[config.mk]
export PLATFORM = sky130hd
export DESIGN_NAME = seletor_velocidade
export DESIGN_NICKNAME = d
export VERILOG_FILES = /design/src/rtl/velocidade_pkg.sv /design/src/rtl/debouncer.sv /design/src/rtl/seletor_velocidade.sv
export SDC_FILE = /design/constraint.sdc
export NUM_CORES = 1
export LEC_CHECK = 0
export CORE_AREA = 2 2 75 77
export CTS_CLUSTER_DIAMETER = 120
export DETAILED_ROUTE_END_ITERATION = 8
export DIE_AREA = 0 0 77 79
export GPL_ROUTABILITY_DRIVEN = 0
export GPL_TIMING_DRIVEN = 0
export SLEW_MARGIN = 20
export SYNTH_ARGS = -nofsm -noshare
export SYNTH_HDL_FRONTEND = slang
export SYNTH_SLANG_ARGS = --single-unit
[constraint.sdc]
create_clock -name clk -period 1.9 [get_ports clk]
set_input_delay 0.57 -clock clk [delete_from_list [all_inputs] [get_ports clk]]
set_output_delay 0.57 -clock clk [all_outputs]
set_load 0.05 [all_outputs]
[src/rtl/velocidade_pkg.sv]
// Shared speed-level type and speed codes, used by the selector and by the
// speed digit decoder that displays {A,B}.
package velocidade_pkg;

  typedef logic [1:0] speed_t;

  localparam speed_t SPD_STOP = 2'b00;
  localparam speed_t SPD_LOW  = 2'b01;
  localparam speed_t SPD_MID  = 2'b10;
  localparam speed_t SPD_HIGH = 2'b11;

endpackage

[src/rtl/debouncer.sv]
// One button channel: 2-flop synchronizer, stable-count debouncer and a
// registered rising-edge pulse of the debounced level.
module debouncer #(
  parameter int DEB_CYCLES = 4
) (
  input  logic clk,
  input  logic rst_n,
  input  logic raw,
  output logic rise
);

  localparam logic [7:0] CNT_LAST = 8'(DEB_CYCLES - 1);

  logic       sync1;
  logic       sync2;
  logic       level;
  logic       level_prev;
  logic [7:0] cnt;

  // A single agreeing sample restarts the count, so only an unbroken run of
  // DEB_CYCLES disagreeing samples moves the debounced level.
  always_ff @(posedge clk or negedge rst_n) begin
    if (!rst_n) begin
      sync1      <= 1'b0;
      sync2      <= 1'b0;
      level      <= 1'b0;
      level_prev <= 1'b0;
      cnt        <= 8'd0;
      rise       <= 1'b0;
    end else begin
      sync1      <= raw;
      sync2      <= sync1;
      level_prev <= level;
      rise       <= level & ~level_prev;
      if (sync2 != level) begin
        if (cnt == CNT_LAST) begin
          level <= sync2;
          cnt   <= 8'd0;
        end else begin
          cnt <= cnt + 8'd1;
        end
      end else begin
        cnt <= 8'd0;
      end
    end
  end

endmodule

[src/rtl/seletor_velocidade.sv]
// Speed selector: debounced up/down buttons step a 2-bit speed level on {A,B}.
// Optional macro SPEED_WRAP_EN makes the level wrap at the ends instead of saturating.
module seletor_velocidade
  import velocidade_pkg::*;
#(
  parameter int DEB_CYCLES = 4
) (
  input  logic clk,
  input  logic rst_n,
  input  logic btn_up,
  input  logic btn_down,
  output logic A,
  output logic B,
  output logic changed
);

  logic   up_rise;
  logic   down_rise;
  speed_t speed;
  speed_t speed_next;

  debouncer #(.DEB_CYCLES(DEB_CYCLES)) u_deb_up (
    .clk   (clk),
    .rst_n (rst_n),
    .raw   (btn_up),
    .rise  (up_rise)
  );

  debouncer #(.DEB_CYCLES(DEB_CYCLES)) u_deb_down (
    .clk   (clk),
    .rst_n (rst_n),
    .raw   (btn_down),
    .rise  (down_rise)
  );

  // Simultaneous up and down presses cancel out.
  always_comb begin
    speed_next = speed;
    if (up_rise && !down_rise) begin
      if (speed == SPD_HIGH) begin
`ifdef SPEED_WRAP_EN
        speed_next = SPD_STOP;
`else
        speed_next = SPD_HIGH;
`endif
      end else begin
        speed_next = speed + 2'd1;
      end
    end else if (down_rise && !up_rise) begin
      if (speed == SPD_STOP) begin
`ifdef SPEED_WRAP_EN
        speed_next = SPD_HIGH;
`else
        speed_next = SPD_STOP;
`endif
      end else begin
        speed_next = speed - 2'd1;
      end
    end
  end

  always_ff @(posedge clk or negedge rst_n) begin
    if (!rst_n) begin
      speed   <= SPD_STOP;
      changed <= 1'b0;
    end else begin
      speed   <= speed_next;
      changed <= (speed_next != speed);
    end
  end

  assign A = speed[1];
  assign B = speed[0];

endmodule

Yosys cells after proc, flatten, opt, wreduce, memory -nomap -nowiden
Index checks and enable logic that the tools add are counted.
- reductions and logical operators: 7
- bitwise logic cells: 4
- add/subtract/negate cells: 4
- multiplexer cells: 8
- equal/unequal tests: 6
- operators with widths (operator ; count):
    8-bit 2-to-1 mux ; 4
    8-bit by 1-bit adder with 8-bit output, second input constant ; 2
    8-bit by 2-bit == test with 1-bit output, second input constant ; 2
    2-bit 2-to-1 mux ; 4
    2-bit AND reduction ; 2
    2-bit by 1-bit adder with 2-bit output, second input constant ; 1
    1-bit AND ; 2
    2-bit == test, second input constant ; 1
    1-bit logical AND ; 2
    1-bit zero test ; 2
    2-bit zero test ; 1
    1-bit != test ; 2
    2-bit != test ; 1
    1-bit inverter ; 2
    2-bit by 1-bit subtractor with 2-bit output, second input constant ; 1
- logic and storage cells: 43
- input port bits: 4
- output and inout port bits: 3
- flip-flop bits (word level): 29

Logic depth before layout (Yosys ltp)
Gate-level depths: netlist of run 1.
- depth in word-level cells: 5
- depth in mapped cells: 4
- gate-level depth less buffers: 4

Hierarchy
From an unflattened synthesis of run 1, not the netlist that was laid out.
- cells, all modules: 111
- area total of the unflattened synthesis: 1256.2 µm²
- modules (own cells, without submodules) (module ; area an instance (µm²) ; sequential area each (µm²) ; times used ; cells an instance):
    debouncer ; 549.3 ; 325.3 ; 2 ; 47
    seletor_velocidade ; 157.7 ; 75.1 ; 1 ; 17

Least setup slack after synthesis of run 1
Ideal clock, no wire load.
- path type: register to register
- start: register u_deb_up.cnt[0]
- end: register u_deb_up.level
- required time: 1.772 ns
- path slack: 0.249 ns
- period minus slack after synthesis: 1.651 ns
- stages on the path, launching flop included: 5
- path buffers: 0
- arrival time: 1.523 ns
- library setup time: 0.128 ns
- path through: dfrtp_1 > ha_1 > or4b_4 > nor4_2 > mux2_1
- longest elaborated chain between the ends: 2
- RTL lines (item ; line ; RTL):
    start: declaration ; debouncer.sv:18 ; logic [7:0] cnt;
    start signal: assignment ; debouncer.sv:40 ; cnt <= cnt + 8'd1;
    8-bit by 2-bit == test with 1-bit output ; debouncer.sv:36 ; if (cnt == CNT_LAST) begin
    2-bit AND reduction (no source line) ; n/a ;
    end signal: assignment ; debouncer.sv:37 ; level <= sync2;
    end: declaration ; debouncer.sv:16 ; logic level;
Every way passes these cells.
A chain may end at the register's enable or synchronous reset.

Worst setup path after layout of run 1
- start: register speed[1]
- end: output A
- RTL lines (item ; line ; RTL):
    start: declaration ; seletor_velocidade.sv:19 ; speed_t speed;
    start signal: assignment ; seletor_velocidade.sv:67 ; speed <= speed_next;
    end: declaration ; seletor_velocidade.sv:12 ; output logic A,
No word-level cell between the ends.

==> impl_metrics.toml, run 1 <==
[cts]
cts_sinks = 29
cts.repair_timing.setup_buffer_count = 0
clock_latency_ns = 0.28
ctsRootBufferMaster = "sky130_fd_sc_hd__clkbuf_8"
htree_levels = 2
path_clk_slew_ns = 0.06
clock_tree_buffer_depth = 2
tritoncts = "built"
cts_inserted_buffers = 5

[critical_path]
critical-path-slowest-cell = "sky130_fd_sc_hd__dlygate4sd2_1"
startpoint_type = "flip-flop"
reg2reg_to = "u_deb_down.level"
crit_chain = "dlygate4sd2_1"
reg2reg_from = "u_deb_down.cnt[0]"
ff2ff_setup_slack_ns = 0.16
path_delay_family = "buffers and inverters"
worst_ep_required_time_ns = 1.33
worstSetupEndpointType = "output port"
path_class = "flip-flop to output port"
path_depth_of_the_worst_reg2reg_path = 4
worstPathMaxFanout = 7
timing.critical_path.slowest_cell_delay_ns = 0.55
critical_path_arrival_ns = 1.26
cp_num_buf_inv = 1

[min_path]
min-delay-path-class = "input pin to async pin"

[drt]
dr.first_iter.drc_count = 43
routed-via-count = 811
drt_pre_antenna_iters = 4
routed_wire_length_um = 1950
route.detailed.vias_per_inst = 4.20
drt-wirelength-per-cell_um = 10.1
postRouteAntennaNets = 0
drt_drc_violations_left = 0

[synthesis]
mappedNetlistNets = 116
synth_warn = 0
synth_largest_area_cell = "sky130_fd_sc_hd__dfrtp_1"
syn-mean-instance-area_um2 = 11.8
synth_cells = 108
synth_area_leaders = "sky130_fd_sc_hd__dfrtp_1 57%, sky130_fd_sc_hd__o41ai_4 4.3%, sky130_fd_sc_hd__ha_1 3.9%"
post_synth_num_cell_types = 23
synth_top_cell_area_share_pct = 56.8
ys_seq_area_share_pct = 56.8
synthesis.area_um2 = 1280
number_of_register_bits_inferred_by_synthesis = 29
yosys_most_used_dff = "sky130_fd_sc_hd__dfrtp_1"
synth_edf_count = 0
synthArstFlopShare_pct = 100

[sta]
period_minus_slack_ns = 1.83
max_freq_mhz = 547
setup_clock_skew_after_layout_ns = 0.00494
rsz0062_at_grt = "no"
timing_max_transition_violations_final = 0
finalSetupViolCount = 0
hold_viol = 0
worst_slew_pin_slew_ns = 0.632
final_min_period_over_clock_period_pct = 96.3
setup_total_negative_slack_ns = 0
timing.slew.headroom_pct = 57.8
timing.hold.ws_ns = 0.308

[global_route]
gr-max-usage-layer = "met2"
groute.usage.overall_pct = 7.62
first_global_vias = 782
initial_antenna_violation_count = 0
grtUsageMet1_pct = 9.48
grtUsageMet2_pct = 11.2
grt_first_pass_wirelength_um = 3580
gr-usage-met3_pct = 2.73
largest_net_degree_at_the_start_of_global_routing = 30
grt_remaining_overflow = 0

[cells_and_area]
nFillCells = 587
multiInputGateArea_um2 = 539
finish.utilization_pct = 28.2
num_antenna_cells = 0
regArea_um2 = 726
drive_gt1_share_pct = 11.6
finish.net_count = 129
syn_to_final_growth_pct = 17.8

[placement]
dp.final_hpwl_um = 1340
placement.io_buffers = 6

[floorplanning]
die_area_um2 = 6080
floorplan.initialDensity_pct = 23.9
io_pins = 7
die-width_um = 77
die_h_um = 79
fp_rows = 27
floorplan.core_area_um2 = 5340

[flow_run]
drv_cap = 0

[power_and_ir_drop]
power_leakage_nw = 0.626
power.switching_fraction_pct = 34.9
power.combinational.fraction_pct = 28.4
power_switching_w = 0.000688
powerDensity_nw_per_um2 = 1310
power.sequential.fraction_pct = 46.3
worst_ir_drop_vdd_uv = 339
clk_pwr_share_pct = 25.3
power.internal_w = 0.00129

[status]
status = "completed"
[repair_timing]
| action | in CTS | in global routing |
|---|---|---|
| endpoints found under the setup margin | 3 | 0 |
| hold buffers | 0 | 0 |
| hold endpoints to repair | 0 | 0 |
| resized for setup | 3 | 0 |
[layout by cell type (no fill, tap or decap), drive strengths merged]
cell           netlist  final
clkbuf               0      7
a21boi               1      1
mux2                 2      2
nand2                6      6
nand4                2      2
xnor2                3      3
nor2                 7      7
dfrtp               29     29
clkdlybuf4s50        0      2
ha                   4      4
and2                 3      3
nand2b               1      1
nand3                8      8
o22ai                1      1
o41ai                2      2
or3                  6      6
buf                  1      2
o21ai                9      9
or4b                 2      2
inv                  2      2
nor2b                5      5
xor2                 5      5
a21oi                7      7
nor4                 2      2
dlygate4sd2          0      3
[power by group through the flow]
stage               Combinational [W]  Sequential, W  Clock, W
floorplan                    0.000348       0.000998         0
global placement             0.000589       0.000919         0
detailed placement           0.000594       0.000928         0
CTS                          0.000575       0.000916  0.000525
global route                 0.000626       0.000945  0.000560
finish                       0.000561       0.000913  0.000499
[cell usage after synthesis (2+ instances only)]
cell type,count
sky130_fd_sc_hd__or4b_4,2
sky130_fd_sc_hd__xor2_1,5
sky130_fd_sc_hd__ha_1,4
sky130_fd_sc_hd__mux2_1,2
sky130_fd_sc_hd__nor4_2,2
sky130_fd_sc_hd__dfrtp_1,29
sky130_fd_sc_hd__or3_1,6
sky130_fd_sc_hd__and2_1,3
sky130_fd_sc_hd__xnor2_1,3
sky130_fd_sc_hd__nand2_1,6
sky130_fd_sc_hd__o21ai_0,8
sky130_fd_sc_hd__nand3_1,8
sky130_fd_sc_hd__nand4_1,2
sky130_fd_sc_hd__inv_1,2
sky130_fd_sc_hd__nor2_1,7
sky130_fd_sc_hd__o41ai_4,2
sky130_fd_sc_hd__nor2b_1,5
sky130_fd_sc_hd__a21oi_1,7
[per-layer routing]
layer	share of wire (%)	vias to the layer above
li1	-	403
met1	49	388
met2	44	14
met3	3.5	6
met4	3.2	0
met5	0	-
[through the flow]
| step | std cells | power, W | instance area [um^2] | worst slack, ns |
|---|---|---|---|---|
| after floorplan | 108 | 0.00135 | 1280 | 0.249 |
| after global placement | 186 | 0.00151 | 1430 | -0.230 |
| after detailed placement | 186 | 0.00152 | 1420 | 0.0902 |
| after CTS | 193 | 0.00202 | 1510 | 0.0605 |
| after global routing | 193 | 0.00213 | 1510 | 0.0128 |
| final | 193 | 0.00197 | 1510 | 0.0711 |
[kinds of logic after synthesis]
group,Yosys count,share of synthesized area (%)
DFF,29,56.8
AOI/OAI and AO/OA,20,11.7
adders and majority gates,4,3.92
xor gates and xnor gates,8,5.49
muxes,2,1.76
buffers and inverters,3,0.979
and+or+nand+nor,42,19.4
[flip-flops by register name, indices dropped and copies added (netlist names)]
signal / count
u_deb_up.level_prev: 1
u_deb_up.level: 1
u_deb_down.level: 1
u_deb_up.sync2: 1
u_deb_up.sync1: 1
u_deb_up.cnt: 8
u_deb_down.sync1: 1
u_deb_down.level_prev: 1
speed: 2
u_deb_down.cnt: 8
u_deb_down.sync2: 1
u_deb_down.rise: 1
changed: 1
u_deb_up.rise: 1
[worst max-delay path by stage]
| stage | startpoint | end | slack [ns] | cells after the start |
|---|---|---|---|---|
| after floorplan | u_deb_up.cnt[0] | u_deb_up.level | 0.25 | 4 |
| after global placement | rst_n | u_deb_up.cnt[2] | -0.23 | 1 |
| after detailed placement | speed[1] | A | 0.09 | 1 |
| after CTS | speed[1] | A | 0.06 | 1 |
| after global routing | speed[1] | A | 0.01 | 1 |
| final | speed[1] | A | 0.07 | 1 |
[cell type report]
cell class / instances / area share (%)
timing repair buffer: 6 / 3.41
buffer: 1 / 0.333
clock buffer: 7 / 5.74
inverter: 2 / 0.499
tap: 72 / 5.99
sequential: 29 / 48.2
multi-input combinational: 76 / 35.8
Note: power is estimated with default switching activity, not from simulation.
==> run 2, diff against run 1 <==
--- a/config.mk
+++ b/config.mk
@@ -11,6 +11,7 @@
 export DIE_AREA = 0 0 77 79
 export GPL_ROUTABILITY_DRIVEN = 0
 export GPL_TIMING_DRIVEN = 0
+export PLACE_DENSITY = 0.42
 export SLEW_MARGIN = 20
 export SYNTH_ARGS = -nofsm -noshare
 export SYNTH_HDL_FRONTEND = slang
==> run 2 against run 1 <==
Against the previous run: die area is the same; global-route usage rose by 0.34 points; largest cell class unchanged; critical path depth stayed put; non-clock buffer count unchanged; cell area about the same; critical endpoint unchanged; worst setup slack better by 0.016 ns; fmax rose by 0.87%; sequential share of layout area hardly changed; clock skew shrank 0.0013 ns; clock power decreased by 2%; critical path type unchanged.
==> impl_metrics.toml, run 2 (synthesis results as in run 1) <==
[cells_and_area]
nFillCells = 583
top_regs = "u_deb_down.cnt: 8 flops, u_deb_up.cnt: 8 flops, speed: 2 flops"
regArea_um2 = 726
most-common-layout-cells = "29 x sky130_fd_sc_hd__dfrtp_1, 8 x sky130_fd_sc_hd__o21ai_0, 8 x sky130_fd_sc_hd__nand3_1"
post-route-cell-area_um2 = 1510
multiInputGateArea_um2 = 539
layout.cells.most_common = "sky130_fd_sc_hd__dfrtp_1"
drive_gt1_share_pct = 13.1
finish.utilization_pct = 28.2
num_antenna_cells = 0
syn_to_final_growth_pct = 17.9
finish.net_count = 129

[floorplanning]
floorplan.initialDensity_pct = 23.9
die_area_um2 = 6080
fp_rows = 27
die-width_um = 77
io_pins = 7
floorplan.core_area_um2 = 5340
die_h_um = 79

[drt]
drt-wirelength-per-cell_um = 10.5
route.detailed.vias_per_inst = 4.24
drt_drc_violations_left = 0
postRouteAntennaNets = 0
routed-via-count = 823
dr.first_iter.drc_count = 55
routed_wire_length_um = 2040
drt_pre_antenna_iters = 2

[critical_path]
worst_ep_required_time_ns = 1.33
worstPathMaxFanout = 7
startpoint_type = "flip-flop"
critical-path-slowest-cell = "sky130_fd_sc_hd__clkdlybuf4s15_1"
crit_path_start = "speed[1]"
critical_path_arrival_ns = 1.24
crit_chain = "clkdlybuf4s15_1"
worstSetupEndpointType = "output port"
path_class = "flip-flop to output port"
cp_num_buf_inv = 1
path_delay_family = "buffers and inverters"
timing.critical_path.slowest_cell_delay_ns = 0.53
reg2reg_from = "u_deb_up.cnt[0]"

[min_path]
min-delay-path-class = "input pin to async pin"

[placement]
placement.io_buffers = 6
detailedPlace.worstSlack_ns = 0.0756
dp.final_hpwl_um = 1440
dpl_cell_area_um2 = 1420

[power_and_ir_drop]
power_leakage_nw = 0.625
powerDensity_nw_per_um2 = 1310
worst_ir_drop_vdd_uv = 493
fin_total_pwr_w = 0.00197

[cts]
cts-hold-fix-buffers = 0
ctsRootBufferMaster = "sky130_fd_sc_hd__clkbuf_8"
clock_latency_ns = 0.28
clock_tree_buffer_depth = 2
tritoncts = "built"
cts_sinks = 29
cts_inserted_buffers = 5
cts.repair_timing.setup_buffer_count = 0
htree_levels = 2
path_clk_slew_ns = 0.06

[global_route]
first_global_vias = 828
initial_antenna_violation_count = 0
largest_net_degree_at_the_start_of_global_routing = 30
grt_remaining_overflow = 0
grt_first_pass_wirelength_um = 3730
groute.usage.overall_pct = 7.96

[sta]
worst_slew_pin_slew_ns = 0.643
rsz0062_at_grt = "no"
hold_viol = 0
max_freq_mhz = 552
setup_clock_skew_after_layout_ns = 0.00360
timing_max_transition_violations_final = 0
post-route-worst-setup-slack_ns = 0.0869
finalSetupViolCount = 0
period_minus_slack_ns = 1.81
final_min_period_over_clock_period_pct = 95.4
timing.slew.headroom_pct = 57.2

[flow_run]
drv_cap = 0

[status]
status = "completed"
run 2: report_power, final:
part / switching (W) / internal [W] / total [W]
sequential: 0.000151 / 0.000765 / 0.000916
combinational: 0.000331 / 0.000236 / 0.000567
clock: 0.000235 / 0.000252 / 0.000487
run 2: per-layer routing:
| layer | wire length [um] | vias to the layer above | global-route usage, % |
|---|---|---|---|
| li1 | - | 406 | - |
| met1 | 955 | 404 | 9.11 |
| met2 | 978 | 8 | 12.3 |
| met3 | 67 | 5 | 3.41 |
| met4 | 38 | 0 | 5.00 |
| met5 | 0 | - | 0 |
run 2: per-stage QoR:
step / hold slack (ns) / TNS, ns / instances
2_1_floorplan: 0.274 / 0 / 108
5_1_grt: 0.355 / 0 / 194
3_5_place_dp: 0.344 / 0 / 186
6_report: 0.313 / 0 / 194
4_1_cts: 0.333 / 0 / 194
3_3_place_gp: 0.340 / -7.10 / 186
run 2: path summary, 6_finish.rpt:
kind                                   end  cells after the start  slack (ns)
min reg2reg                 u_deb_up.sync2                      0        0.36
max reg2reg                 u_deb_up.level                      4        0.15
max                                      A                      1        0.09
min                               speed[1]                      1        0.31
min in group clk            u_deb_up.sync2                      0        0.36
max in group asynchronous  u_deb_up.cnt[7]                      1        1.17
run 2: cell type report:
class | instances | share of cell area (%)
Timing Repair Buffer | 6 | 3.49
Sequential cell | 29 | 48.2
Multi-Input combinational cell | 76 | 35.8
Buffer | 1 | 0.332
Clock buffer | 5 | 4.57
Inverter | 2 | 0.498
Clock inverter | 3 | 1.16
Tap cell | 72 | 5.98
run 2: repair_timing:
action | CTS | global route
resized for setup | 3 | 1
hold endpoints to repair | 0 | 0
pin swaps | 0 | 0
endpoints found under the setup margin | 3 | 1
==> run 3, diff against run 2 <==
--- a/config.mk
+++ b/config.mk
@@ -5,13 +5,15 @@
 export SDC_FILE = /design/constraint.sdc
 export NUM_CORES = 1
 export LEC_CHECK = 0
+export CAP_MARGIN = 20
 export CORE_AREA = 2 2 75 77
 export CTS_CLUSTER_DIAMETER = 120
 export DETAILED_ROUTE_END_ITERATION = 8
 export DIE_AREA = 0 0 77 79
 export GPL_ROUTABILITY_DRIVEN = 0
 export GPL_TIMING_DRIVEN = 0
-export PLACE_DENSITY = 0.42
+export PLACE_DENSITY_LB_ADDON = 0.05
+export SETUP_SLACK_MARGIN = 0.4
 export SLEW_MARGIN = 20
 export SYNTH_ARGS = -nofsm -noshare
 export SYNTH_HDL_FRONTEND = slang
==> run 3 against run 2 <==
Against the previous run: utilization is 3.4 points higher; critical path depth grew 3; worst setup slack improved by 0.17 ns; combinational power grew 48%; highest routed layer unchanged.
==> impl_metrics.toml, run 3 (synthesis results as in run 1) <==
[floorplanning]
fp_rows = 27
die_area_um2 = 6080
io_pins = 7
die-width_um = 77
floorplan.initialDensity_pct = 23.9
die_h_um = 79
floorplan.core_area_um2 = 5340

[cts]
cts_sinks = 29
clock_latency_ns = 0.28
tritoncts = "built"
path_clk_slew_ns = 0.06
clock_tree_buffer_depth = 2
cts_inserted_buffers = 5
ctsRootBufferMaster = "sky130_fd_sc_hd__clkbuf_8"
htree_levels = 2

[global_route]
grt_remaining_overflow = 0
grt_first_pass_wirelength_um = 4110
first_global_vias = 862
groute.usage.overall_pct = 8.86
initial_antenna_violation_count = 0
largest_net_degree_at_the_start_of_global_routing = 30

[placement]
dp.final_hpwl_um = 1520
detailedPlace.worstSlack_ns = 0.0609
placement.io_buffers = 6
post-place-cells = 186

[sta]
rsz0062_at_grt = "yes"
setup_clock_skew_after_layout_ns = 0.00692
hold_viol = 0
finalSetupViolCount = 0
timing.slew.headroom_pct = 55.7
final_min_period_over_clock_period_pct = 86.6
period_minus_slack_ns = 1.65
post-route-worst-setup-slack_ns = 0.254
timing_max_transition_violations_final = 0
max_freq_mhz = 608
worst_slew_pin_slew_ns = 0.665

[drt]
drt_drc_violations_left = 0
routed-via-count = 863
postRouteAntennaNets = 0
route.detailed.vias_per_inst = 4.23
drt-wirelength-per-cell_um = 11.5
routed_wire_length_um = 2350
drt_pre_antenna_iters = 2
dr.first_iter.drc_count = 28

[cells_and_area]
syn_to_final_growth_pct = 32.0
post_layout_nonfiller_instances = 204
drive_gt1_share_pct = 33.3
most-common-layout-cells = "26 x sky130_fd_sc_hd__dfrtp_1, 9 x sky130_fd_sc_hd__buf_4, 8 x sky130_fd_sc_hd__o21ai_0, 8 x sky130_fd_sc_hd__nand3_1"
num_antenna_cells = 0
finish.utilization_pct = 31.6
finish.net_count = 139
layout.cells.most_common = "sky130_fd_sc_hd__dfrtp_1"
top_regs = "u_deb_down.cnt: 8 flops, u_deb_up.cnt: 8 flops, speed: 2 flops"

[critical_path]
worstPathMaxFanout = 2
path_depth_of_the_worst_reg2reg_path = 4
path_delay_family = "simple AND/OR/NAND/NOR gates"
worstSetupEndpointType = "flip-flop"
reg2reg_to = "u_deb_up.level"
path_class = "flip-flop to flip-flop"
critical-path-slowest-cell = "sky130_fd_sc_hd__or4b_4"
reg2reg_from = "u_deb_up.cnt[1]"
timing.critical_path.slowest_cell_delay_ns = 0.50
worst_ep_required_time_ns = 2.06
cp_num_buf_inv = 0
ff2ff_setup_slack_ns = 0.25
startpoint_type = "flip-flop"
crit_chain = "ha_4 > or4b_4 > nor4_4 > mux2_4"
critical_path_arrival_ns = 1.81

[power_and_ir_drop]
power_leakage_nw = 0.687
worst_ir_drop_vdd_uv = 394
powerDensity_nw_per_um2 = 1420
fin_total_pwr_w = 0.00240

[flow_run]
drv_cap = 0

[status]
status = "completed"

[min_path]
min-delay-path-class = "input pin to async pin"
run 3: cell count changes in the layout (fill, tap and decap cells not counted), moves of 3 or more:
| cell | delta |
|---|---|
| sky130_fd_sc_hd__buf_4 | +9 |
| sky130_fd_sc_hd__nor2_1 | -5 |
| sky130_fd_sc_hd__nor2_2 | +5 |
| sky130_fd_sc_hd__a21oi_1 | -4 |
| sky130_fd_sc_hd__a21oi_2 | +4 |
| sky130_fd_sc_hd__buf_6 | +3 |
| sky130_fd_sc_hd__dfrtp_1 | -3 |
| sky130_fd_sc_hd__dfrtp_2 | +3 |
run 3: layout make-up:
type                       count  area (um^2)
fill                         571         3650
sequential                    29          729
multi-input combinational     76          607
timing repair buffer          16          131
tap                           72         90.1
clock buffer                   7         86.3
clock inverter                 1         30.0
inverter                       2         7.51
buffer                         1         5.00
run 3: worst max path at each step:
stage | startpoint | cells past startpoint | slack, ns | end
4_1_cts | u_deb_up.cnt[0] | 5 | 0.17 | u_deb_up.cnt[7]
3_5_place_dp | u_deb_up.cnt[0] | 4 | 0.06 | u_deb_up.level
5_1_grt | u_deb_down.cnt[1] | 4 | 0.19 | u_deb_down.level
3_3_place_gp | rst_n | 1 | -0.28 | u_deb_up.cnt[6]
6_report | u_deb_up.cnt[1] | 4 | 0.25 | u_deb_up.level
2_1_floorplan | u_deb_up.cnt[0] | 4 | 0.25 | u_deb_up.level
run 3: what timing repair did:
item                                   CTS  global route
setup endpoints to repair               17            16
endpoints found under the hold margin    0             0
setup buffers                            7             3
resized for setup                       22            18
pin swaps                                6             9
hold buffers                             0             0
run 3: per-layer routing:
layer	wire [um]	GRT usage (%)	vias up
li1	-	-	428
met1	1070	10.5	423
met2	1150	14.1	8
met3	90	3.75	4
met4	38	3.75	0
met5	0	0	-
run 3: where the power goes:
part           leakage, nW  internal, W  switching, W
clock network       0.0585     0.000427      0.000231
registers            0.372     0.000771      0.000129
logic                0.256     0.000400      0.000440
run 3: per-stage QoR:
step,TNS [ns],hold WS [ns],cell area (um^2)
2_1_floorplan,0,0.274,1280
3_3_place_gp,-8.23,0.337,1430
3_5_place_dp,0,0.338,1420
4_1_cts,0,0.349,1630
5_1_grt,0,0.358,1690
6_report,0,0.319,1690
